### src/rtl/ps2_lane_decoder.sv
// PS/2 device-to-host deframer with E0/F0 prefix handling and per-lane held/released tracking.
// Optional odd-parity checking is enabled by defining PS2_PARITY_CHECK_EN.

module ps2_lane_cell #(
    parameter logic [7:0] CODE = 8'h00
) (
    input  logic       clk_in,
    input  logic       rst,
    input  logic       fire,
    input  logic       ext,
    input  logic       brk,
    input  logic [7:0] byte_in,
    output logic       held,
    output logic       press,
    output logic       rel
);
    logic hit;
    assign hit = fire && !ext && (byte_in == CODE);

    always_ff @(posedge clk_in) begin
        if (!rst) begin
            held  <= 1'b0;
            press <= 1'b0;
            rel   <= 1'b0;
        end else begin
            // typematic repeats and stray breaks fall through without a pulse
            press <= hit && !brk && !held;
            rel   <= hit && brk && held;
            if (hit) held <= !brk;
        end
    end
endmodule

module ps2_lane_decoder #(
    parameter int          NUM_LANES   = 4,
    parameter logic [63:0] LANE_CODES  = 64'h0000_0000_423B_2B23,
    parameter int          SYNC_STAGES = 2,
    parameter int          TIMEOUT_CYC = 50000
) (
    input  logic                 clk_in,
    input  logic                 rst,
    input  logic                 key_clk,
    input  logic                 key_data,
    output logic [NUM_LANES-1:0] lane_state,
    output logic [NUM_LANES-1:0] lane_press,
    output logic [NUM_LANES-1:0] lane_release,
    output logic                 code_valid,
    output logic [7:0]           code_byte,
    output logic                 code_ext,
    output logic                 code_break,
    output logic                 frame_err
);
    localparam int WD_W = $clog2(TIMEOUT_CYC);

    typedef enum logic [1:0] {IDLE, DATA, PARITY, STOP} state_t;

    logic [SYNC_STAGES-1:0] clk_sync, dat_sync;
    logic                   clk_prev;
    logic                   fall, bit_in, timeout;

    always_ff @(posedge clk_in) begin
        if (!rst) begin
            clk_sync <= '1;
            dat_sync <= '1;
            clk_prev <= 1'b1;
        end else begin
            clk_sync <= {clk_sync[SYNC_STAGES-2:0], key_clk};
            dat_sync <= {dat_sync[SYNC_STAGES-2:0], key_data};
            clk_prev <= clk_sync[SYNC_STAGES-1];
        end
    end

    assign fall   = clk_prev && !clk_sync[SYNC_STAGES-1];
    assign bit_in = dat_sync[SYNC_STAGES-1];

    state_t      state, state_n;
    logic [2:0]  bit_cnt, bit_cnt_n;
    logic [7:0]  shreg, shreg_n;
    logic [WD_W-1:0] wd_cnt;
    logic        byte_ok, err, code_fire;
    logic        ext_flag, brk_flag;
`ifdef PS2_PARITY_CHECK_EN
    logic        par, par_n;
`endif

    // terminal count wins over a coincident key_clk edge
    assign timeout = (state != IDLE) && (wd_cnt == WD_W'(TIMEOUT_CYC - 1));

    always_ff @(posedge clk_in) begin
        if (!rst) begin
            state   <= IDLE;
            bit_cnt <= '0;
            shreg   <= '0;
            wd_cnt  <= '0;
`ifdef PS2_PARITY_CHECK_EN
            par     <= 1'b0;
`endif
        end else begin
            state   <= state_n;
            bit_cnt <= bit_cnt_n;
            shreg   <= shreg_n;
`ifdef PS2_PARITY_CHECK_EN
            par     <= par_n;
`endif
            if (state == IDLE || fall || timeout) wd_cnt <= '0;
            else                                  wd_cnt <= wd_cnt + WD_W'(1);
        end
    end

    always_comb begin
        state_n   = state;
        bit_cnt_n = bit_cnt;
        shreg_n   = shreg;
`ifdef PS2_PARITY_CHECK_EN
        par_n     = par;
`endif
        byte_ok   = 1'b0;
        err       = 1'b0;
        if (timeout) begin
            state_n = IDLE;
            err     = 1'b1;
        end else if (fall) begin
            case (state)
                IDLE: if (!bit_in) begin
                    state_n   = DATA;
                    bit_cnt_n = '0;
                end
                DATA: begin
                    shreg_n   = {bit_in, shreg[7:1]};
                    bit_cnt_n = bit_cnt + 3'd1;
                    if (bit_cnt == 3'd7) state_n = PARITY;
                end
                PARITY: begin
`ifdef PS2_PARITY_CHECK_EN
                    par_n   = bit_in;
`endif
                    state_n = STOP;
                end
                STOP: begin
                    state_n = IDLE;
                    if (!bit_in) err = 1'b1;
`ifdef PS2_PARITY_CHECK_EN
                    else if (!(^{par, shreg})) err = 1'b1;
`endif
                    else byte_ok = 1'b1;
                end
                default: state_n = IDLE;
            endcase
        end
    end

    assign code_fire = byte_ok && (shreg != 8'hE0) && (shreg != 8'hF0);

    always_ff @(posedge clk_in) begin
        if (!rst) begin
            ext_flag   <= 1'b0;
            brk_flag   <= 1'b0;
            code_valid <= 1'b0;
            code_byte  <= 8'h00;
            code_ext   <= 1'b0;
            code_break <= 1'b0;
            frame_err  <= 1'b0;
        end else begin
            code_valid <= code_fire;
            frame_err  <= err;
            if (err) begin
                ext_flag <= 1'b0;
                brk_flag <= 1'b0;
            end else if (byte_ok) begin
                if (shreg == 8'hE0)      ext_flag <= 1'b1;
                else if (shreg == 8'hF0) brk_flag <= 1'b1;
                else begin
                    code_byte  <= shreg;
                    code_ext   <= ext_flag;
                    code_break <= brk_flag;
                    ext_flag   <= 1'b0;
                    brk_flag   <= 1'b0;
                end
            end
        end
    end

    for (genvar i = 0; i < NUM_LANES; i++) begin : g_lane
        ps2_lane_cell #(.CODE(LANE_CODES[8*i +: 8])) u_cell (
            .clk_in (clk_in),
            .rst    (rst),
            .fire   (code_fire),
            .ext    (ext_flag),
            .brk    (brk_flag),
            .byte_in(shreg),
            .held   (lane_state[i]),
            .press  (lane_press[i]),
            .rel    (lane_release[i])
        );
    end
endmodule

### config.mk
export PLATFORM = sky130hd
export DESIGN_NAME = ps2_lane_decoder
export DESIGN_NICKNAME = d
export VERILOG_FILES = /design/src/rtl/ps2_lane_decoder.sv
export SDC_FILE = /design/constraint.sdc
export NUM_CORES = 1
export LEC_CHECK = 0
export CAP_MARGIN = 20
export CORE_MARGIN = 2
export CORE_UTILIZATION = 45
export CTS_BUF_LIST = sky130_fd_sc_hd__clkbuf_4 sky130_fd_sc_hd__clkbuf_8
export DETAILED_ROUTE_END_ITERATION = 7
export GPL_TIMING_DRIVEN = 0
export PLACE_DENSITY = 0.69
export SYNTH_ARGS = -nofsm -noshare
export SYNTH_HDL_FRONTEND = slang
export SYNTH_SLANG_ARGS = --single-unit
### constraint.sdc
create_clock -name clk_in -period 1.8 [get_ports clk_in]
set_input_delay 0.36 -clock clk_in [delete_from_list [all_inputs] [get_ports clk_in]]
set_output_delay 0.36 -clock clk_in [all_outputs]
set_load 0.1 [all_outputs]
==> flow_summary.toml, run 1 <==
[run_status]
status = "complete, but fails checks"
violations = "negative setup slack"

[synth]
synthCells = 278
ys_seq_area_frac = 0.4611
yosysUniqueCellTypes = 42
synth_flop_cell = "dfxtp_1"
synthDominantCellAreaShare = 0.4611
syn_nets = 289
synth.avg_cell_area_um2 = 9.370
synth.area.top_cells = "dfxtp_1 46%, mux2i_1 9.6%, nand2_1 5.6%"
yosys-top-cells-count = "60 x dfxtp_1, 39 x nand2_1, 25 x mux2i_1"
netlist_area_um2 = 2605
synth_edf_count = 0
yosysWarnings = 0
ys_seq_elements = 60
async_flop_share = 0
post-synth-top-count-cell = "dfxtp_1"
post-synth-top-area-cell = "dfxtp_1"

[finish]
syn2layout_area_growth_pct = 33.43
final_cells = 405
fin_nets = 339
drive_gt1_frac = 0.3333
antenna_cells = 0

[placement]
portBuffers = 27
placed_cells = 377
dp_hpwl_um = 3384
place_ws_ns = -0.4434
gp_congestion = 0.8320

[floorplan]
die_h_um = 80.09
rows = 27
start_util = 0.4702
fp.dieArea_um2 = 6414
num_io_pins = 28
core_um2 = 5540
dieWidth_um = 80.09

[setup_path]
worst_ep_required_time_ns = 2.01
end_kind = "flip-flop"
ff2ff_setup_slack_ns = -0.06
critPathLaunchType = "flip-flop"
critPathKind = "flip-flop to flip-flop"
critPathMaxFanout = 5
arrival_ns = 2.07

[cts]
clock-sinks = 60
cts.htree.levels = 3
cts_hold_buf = 0
clk_pin_slew_ns = 0.06
cts_root_buf = "clkbuf_8"
cts-buffers-inserted = 9
cts_tree = "done"
insertion_delay_ns = 0.34
cts_buffer_depth = 2

[drt]
routedWlPerCell_um = 13.41
ant_nets = 0
routed_wl_um = 5430
drc = 0
dr_total_vias = 2073
drt_iter0_drc = 101
via_per_inst = 5.119
drt_pass1_iterations = 4

[power]
ir_drop_mv = 0.5264
power_density_nw_per_um2 = 753.7
p_leak_nw = 1.234

[timing]
period_minus_slack_ns = 1.856
rsz0062_at_grt = "true"
max_freq_mhz = 538.8
worst_slew_pin_slew_ns = 0.5549
skew_ns = 0.01149
hold_violations = 0
setup_viol_count_final = 22
finalMaxSlewViolations = 0
fin_crit_sh = 1.031
slew_headroom = 0.6318
postLayoutSetupSlackWorst_ns = -0.05609

[global_routing]
antenna_found_initial = 0
grt_max_degree = 11
gr-total-overflow = 0
grt_pass1_wl_um = 9142
grt_pass1_vias = 1962
grt_util_all_layers = 0.1857

[hold_path]
hold_class = "flip-flop to flip-flop"

[flow_run]
max_cap_viol_count = 0
## final cells by class
| class | instances | area [um2] |
|---|---|---|
| flip-flops and latches | 60 | 1210 |
| fillers | 468 | 2064 |
| plain buffers | 20 | 143.9 |
| well taps | 72 | 90.09 |
| inverters | 9 | 33.78 |
| clock buffers | 12 | 158.9 |
| clock inverters | 4 | 47.55 |
| multi-input cells | 188 | 1370 |
| repair buffers | 40 | 421.7 |
## flip-flops by register name, summed over array words and instances (netlist names)
name	cells
wd_cnt	16
brk_flag	1
bit_cnt	3
ext_flag	1
g_lane.u_cell.held	4
state	2
code_ext	1
clk_sync	2
code_byte	8
code_valid	1
clk_prev	1
frame_err	1
dat_sync	2
g_lane.u_cell.press	4
code_break	1
shreg	8
g_lane.u_cell.rel	4
## metal layers
layer | vias up | part of all wire | global-route usage
li1 | 1047 | - | -
met1 | 967 | 0.50 | 0.2505
met2 | 49 | 0.43 | 0.2683
met3 | 10 | 0.048 | 0.05955
met4 | 0 | 0.021 | 0.08644
met5 | - | 0 | 0
## critical path: stages, from the launching register on
cell      delay, ns
dfxtp_2        0.32
or4b_4         0.54
or3_4          0.38
o211ai_4       0.27
buf_6          0.18
nor2_2         0.04
## cells in the final DEF, fill, tap and decap left out, drive strengths merged, types with 3 or more instances in the layout
| cell type | n |
|---|---|
| ha | 7 |
| and4 | 3 |
| inv | 9 |
| nor4 | 7 |
| nand2 | 39 |
| xnor2 | 11 |
| clkdlybuf4s15 | 22 |
| clkbuf | 16 |
| dfxtp | 60 |
| nand2b | 8 |
| nor2 | 24 |
| nand4 | 8 |
| clkdlybuf4s50 | 3 |
| nor4bb | 3 |
| nor3 | 8 |
| mux2i | 25 |
| a21oi | 10 |
| buf | 29 |
| nand3 | 9 |
## cell families (layout without fill, tap and decap cells)
family,after synthesis,count (layout),synth area share
adders and majority gates,7,7,0.03362
DFF,60,60,0.4611
AOI/OAI and AO/OA,20,20,0.05380
and+or+nand+nor,123,123,0.2478
muxes,25,25,0.09606
xor gates and xnor gates,13,13,0.04371
buffers and inverters,30,85,0.06388
## power breakdown
| part | total (W) | switching (W) | internal [W] |
|---|---|---|---|
| Clock | 0.00123 | 0.000505 | 0.000725 |
| Combinational | 0.0000539 | 0.0000328 | 0.0000211 |
| Sequential | 0.00134 | 0.00000316 | 0.00133 |
| Total | 0.00262 | 0.000540 | 0.00208 |
## final timing paths
kind	start	endpoint	cells past startpoint
setup / recovery	wd_cnt[13]	wd_cnt[11]	5
hold / removal	clk_sync[0]	clk_sync[1]	1
setup reg to reg	wd_cnt[13]	wd_cnt[11]	5
hold reg to reg	clk_sync[0]	clk_sync[1]	1
## stage by stage
| stage | util | hold slack [ns] | area [um2] | setup TNS [ns] | power, W |
|---|---|---|---|---|---|
| after CTS | 0.6091 | 0.4133 | 3374 | -0.5792 | 0.002655 |
| after global placement | 0.5355 | 0.3918 | 2967 | -16.98 | 0.001411 |
| after detailed placement | 0.5355 | 0.3984 | 2967 | -17.16 | 0.001412 |
| after global routing | 0.6274 | 0.4365 | 3476 | -2.682 | 0.002734 |
| final | 0.6274 | 0.4082 | 3476 | -0.4922 | 0.002620 |
| after floorplan | - | 0.3863 | 2606 | 0 | 0.001393 |
## repair_timing
| item | in CTS | in global routing |
|---|---|---|
| endpoints found under the setup margin | 78 | 57 |
| resized for setup | 97 | 35 |
| pin swaps | 21 | 10 |
| hold endpoints to repair | 0 | 0 |
| setup buffers | 11 | 0 |
| gates cloned | 1 | 1 |
Power figures use the tool's default switching activity.
==> run 2, diff against run 1 <==
- PLACE_DENSITY: 0.69 -> 0.65
- TNS_END_PERCENT: unset -> 100
==> run 2 against run 1 <==
  * Routed wire length grew 1.9%
  * Largest power group unchanged
  * Register-to-register slack is essentially flat
  * Global-route usage grew 0.17 points
  * Fmax grew 0.50%
  * Final cell count shrank 0.49%
  * Critical path depth is the same
  * The flow still finishes with violations (negative setup slack)
==> flow_summary.toml, run 2 (synthesized netlist as in run 1, its figures left out) <==
[power]
power_density_nw_per_um2 = 764.5
p_int_w = 0.002083
switchingPower_w = 0.0005593
swShare = 0.2117
p_seq_frac = 0.505
clkPwrFrac = 0.472
p_leak_nw = 1.229
combPwrFrac = 0.023
ir_drop_mv = 0.5381

[timing]
fin_crit_sh = 1.026
finalMaxSlewViolations = 0
postLayoutSetupSlackWorst_ns = -0.04693
hold_violations = 0
setup_tns_ns = -0.4152
worst_slew_pin_slew_ns = 0.5502
period_minus_slack_ns = 1.847
slew_headroom = 0.6349
skew_ns = 0.007009
holdWs_ns = 0.4064
setup_viol_count_final = 14
rsz0062_at_grt = "true"
max_freq_mhz = 541.4

[finish]
top_register = "wd_cnt"
reg.largest.list = "wd_cnt x16, code_byte x8, shreg x8"
layout_commonest_cell = "dfxtp_1"
antenna_cells = 0
mostFrequentLayoutCells = "54 x dfxtp_1, 39 x nand2_1, 25 x mux2i_1"
fin_nets = 337
largest_register_ffs = 16
register_area_um2 = 1211
nFillCells = 487
syn2layout_area_growth_pct = 32.66
multi_input_area_um2 = 1374
drive_gt1_frac = 0.3142

[floorplan]
start_util = 0.4702
dieWidth_um = 80.09
die_h_um = 80.09
rows = 27
num_io_pins = 28
core_um2 = 5540
fp.dieArea_um2 = 6414

[cts]
clock-sinks = 60
cts-buffers-inserted = 9
cts.htree.levels = 3
cts_tree = "done"
insertion_delay_ns = 0.34
cts_buffer_depth = 2
cts_hold_buf = 0
clk_pin_slew_ns = 0.07
cts_root_buf = "clkbuf_8"

[setup_path]
critPathKind = "flip-flop to flip-flop"
end_kind = "flip-flop"
worst_ep_required_time_ns = 2.03
critPathLaunchType = "flip-flop"
arrival_ns = 2.08
critPathMaxFanout = 4

[drt]
routedWlPerCell_um = 13.73
drt_iter0_drc = 78
drc = 0
ant_nets = 0
via_per_inst = 5.104
drt_pass1_iterations = 4
routed_wl_um = 5532
dr_total_vias = 2057

[global_routing]
gr-total-overflow = 0
grt_util_all_layers = 0.1874
grt_pass1_wl_um = 9142
antenna_found_initial = 0
grt_max_degree = 11
grt_pass1_vias = 1987

[run_status]
violations = "negative setup slack"
status = "complete, but fails checks"

[hold_path]
hold_class = "flip-flop to flip-flop"

[flow_run]
max_cap_viol_count = 0

[placement]
portBuffers = 27
gp_congestion = 0.8328
dp_hpwl_um = 3539
-- run 2: through the flow --
step | std cells | total power, W | worst slack, ns | utilization | cell area [um2]
finish | 403 | 0.002642 | -0.04693 | 0.6238 | 3456
global route | 403 | 0.002735 | -0.08400 | 0.6238 | 3456
CTS | 395 | 0.002658 | -0.05897 | 0.5939 | 3291
detailed placement | 377 | 0.001413 | -0.4630 | 0.5355 | 2967
global placement | 377 | 0.001413 | -0.4911 | 0.5355 | 2967
floorplan | 278 | 0.001393 | 0.005465 | - | 2606
-- run 2: cell type report --
class	instances	area share
multi-input cells	188	0.3975
flip-flops and latches	60	0.3505
repair buffers	38	0.1119
clock buffers	12	0.04598
plain buffers	20	0.04453
well taps	72	0.02607
clock inverters	4	0.01376
inverters	9	0.009776
-- run 2: final timing paths --
kind                 endpoint  slack (ns)  cells after the start        start
hold / removal    clk_sync[1]        0.41                      1  clk_sync[0]
hold reg to reg   clk_sync[1]        0.41                      1  clk_sync[0]
setup / recovery    wd_cnt[2]       -0.05                      5   wd_cnt[10]
setup reg to reg    wd_cnt[2]       -0.05                      5   wd_cnt[10]
-- run 2: per-layer routing --
| metal | track usage | vias to the layer above | share of wire |
|---|---|---|---|
| met4 | 0.08644 | 0 | 0.014 |
| met1 | 0.2346 | 968 | 0.47 |
| met3 | 0.05730 | 8 | 0.041 |
| met5 | 0 | - | 0 |
| li1 | - | 1037 | - |
| met2 | 0.2950 | 44 | 0.47 |
-- run 2: power by group through the flow --
stage / registers, W / clock network, W / logic (W)
final: 0.00133 / 0.00125 / 0.0000606
after global routing: 0.00133 / 0.00133 / 0.0000669
after CTS: 0.00134 / 0.00127 / 0.0000511
after detailed placement: 0.00137 / 0 / 0.0000471
after global placement: 0.00137 / 0 / 0.0000470
after floorplan: 0.00136 / 0 / 0.0000281
-- run 2: repair_timing --
action                     in CTS  in global routing
cloned                          0                  2
pin swaps                       7                 13
hold endpoints to repair        0                  0
setup endpoints to repair      79                 54
setup buffers                   3                  6
gates resized for setup        90                 38
-- run 2: critical path: stages (launching register included) --
cell and delay, ns:
dfxtp_2 0.32, or4b_4 0.56, or3_4 0.39, o211ai_4 0.24
buf_4 0.18, nor2_1 0.05
==> run 3, diff against run 2 <==
- CTS_CLUSTER_SIZE: unset -> 16
- GPL_ROUTABILITY_DRIVEN: unset -> 0
==> results of run 3 <==
No change in the layout: final DEF, timing and power equal those of run 2.
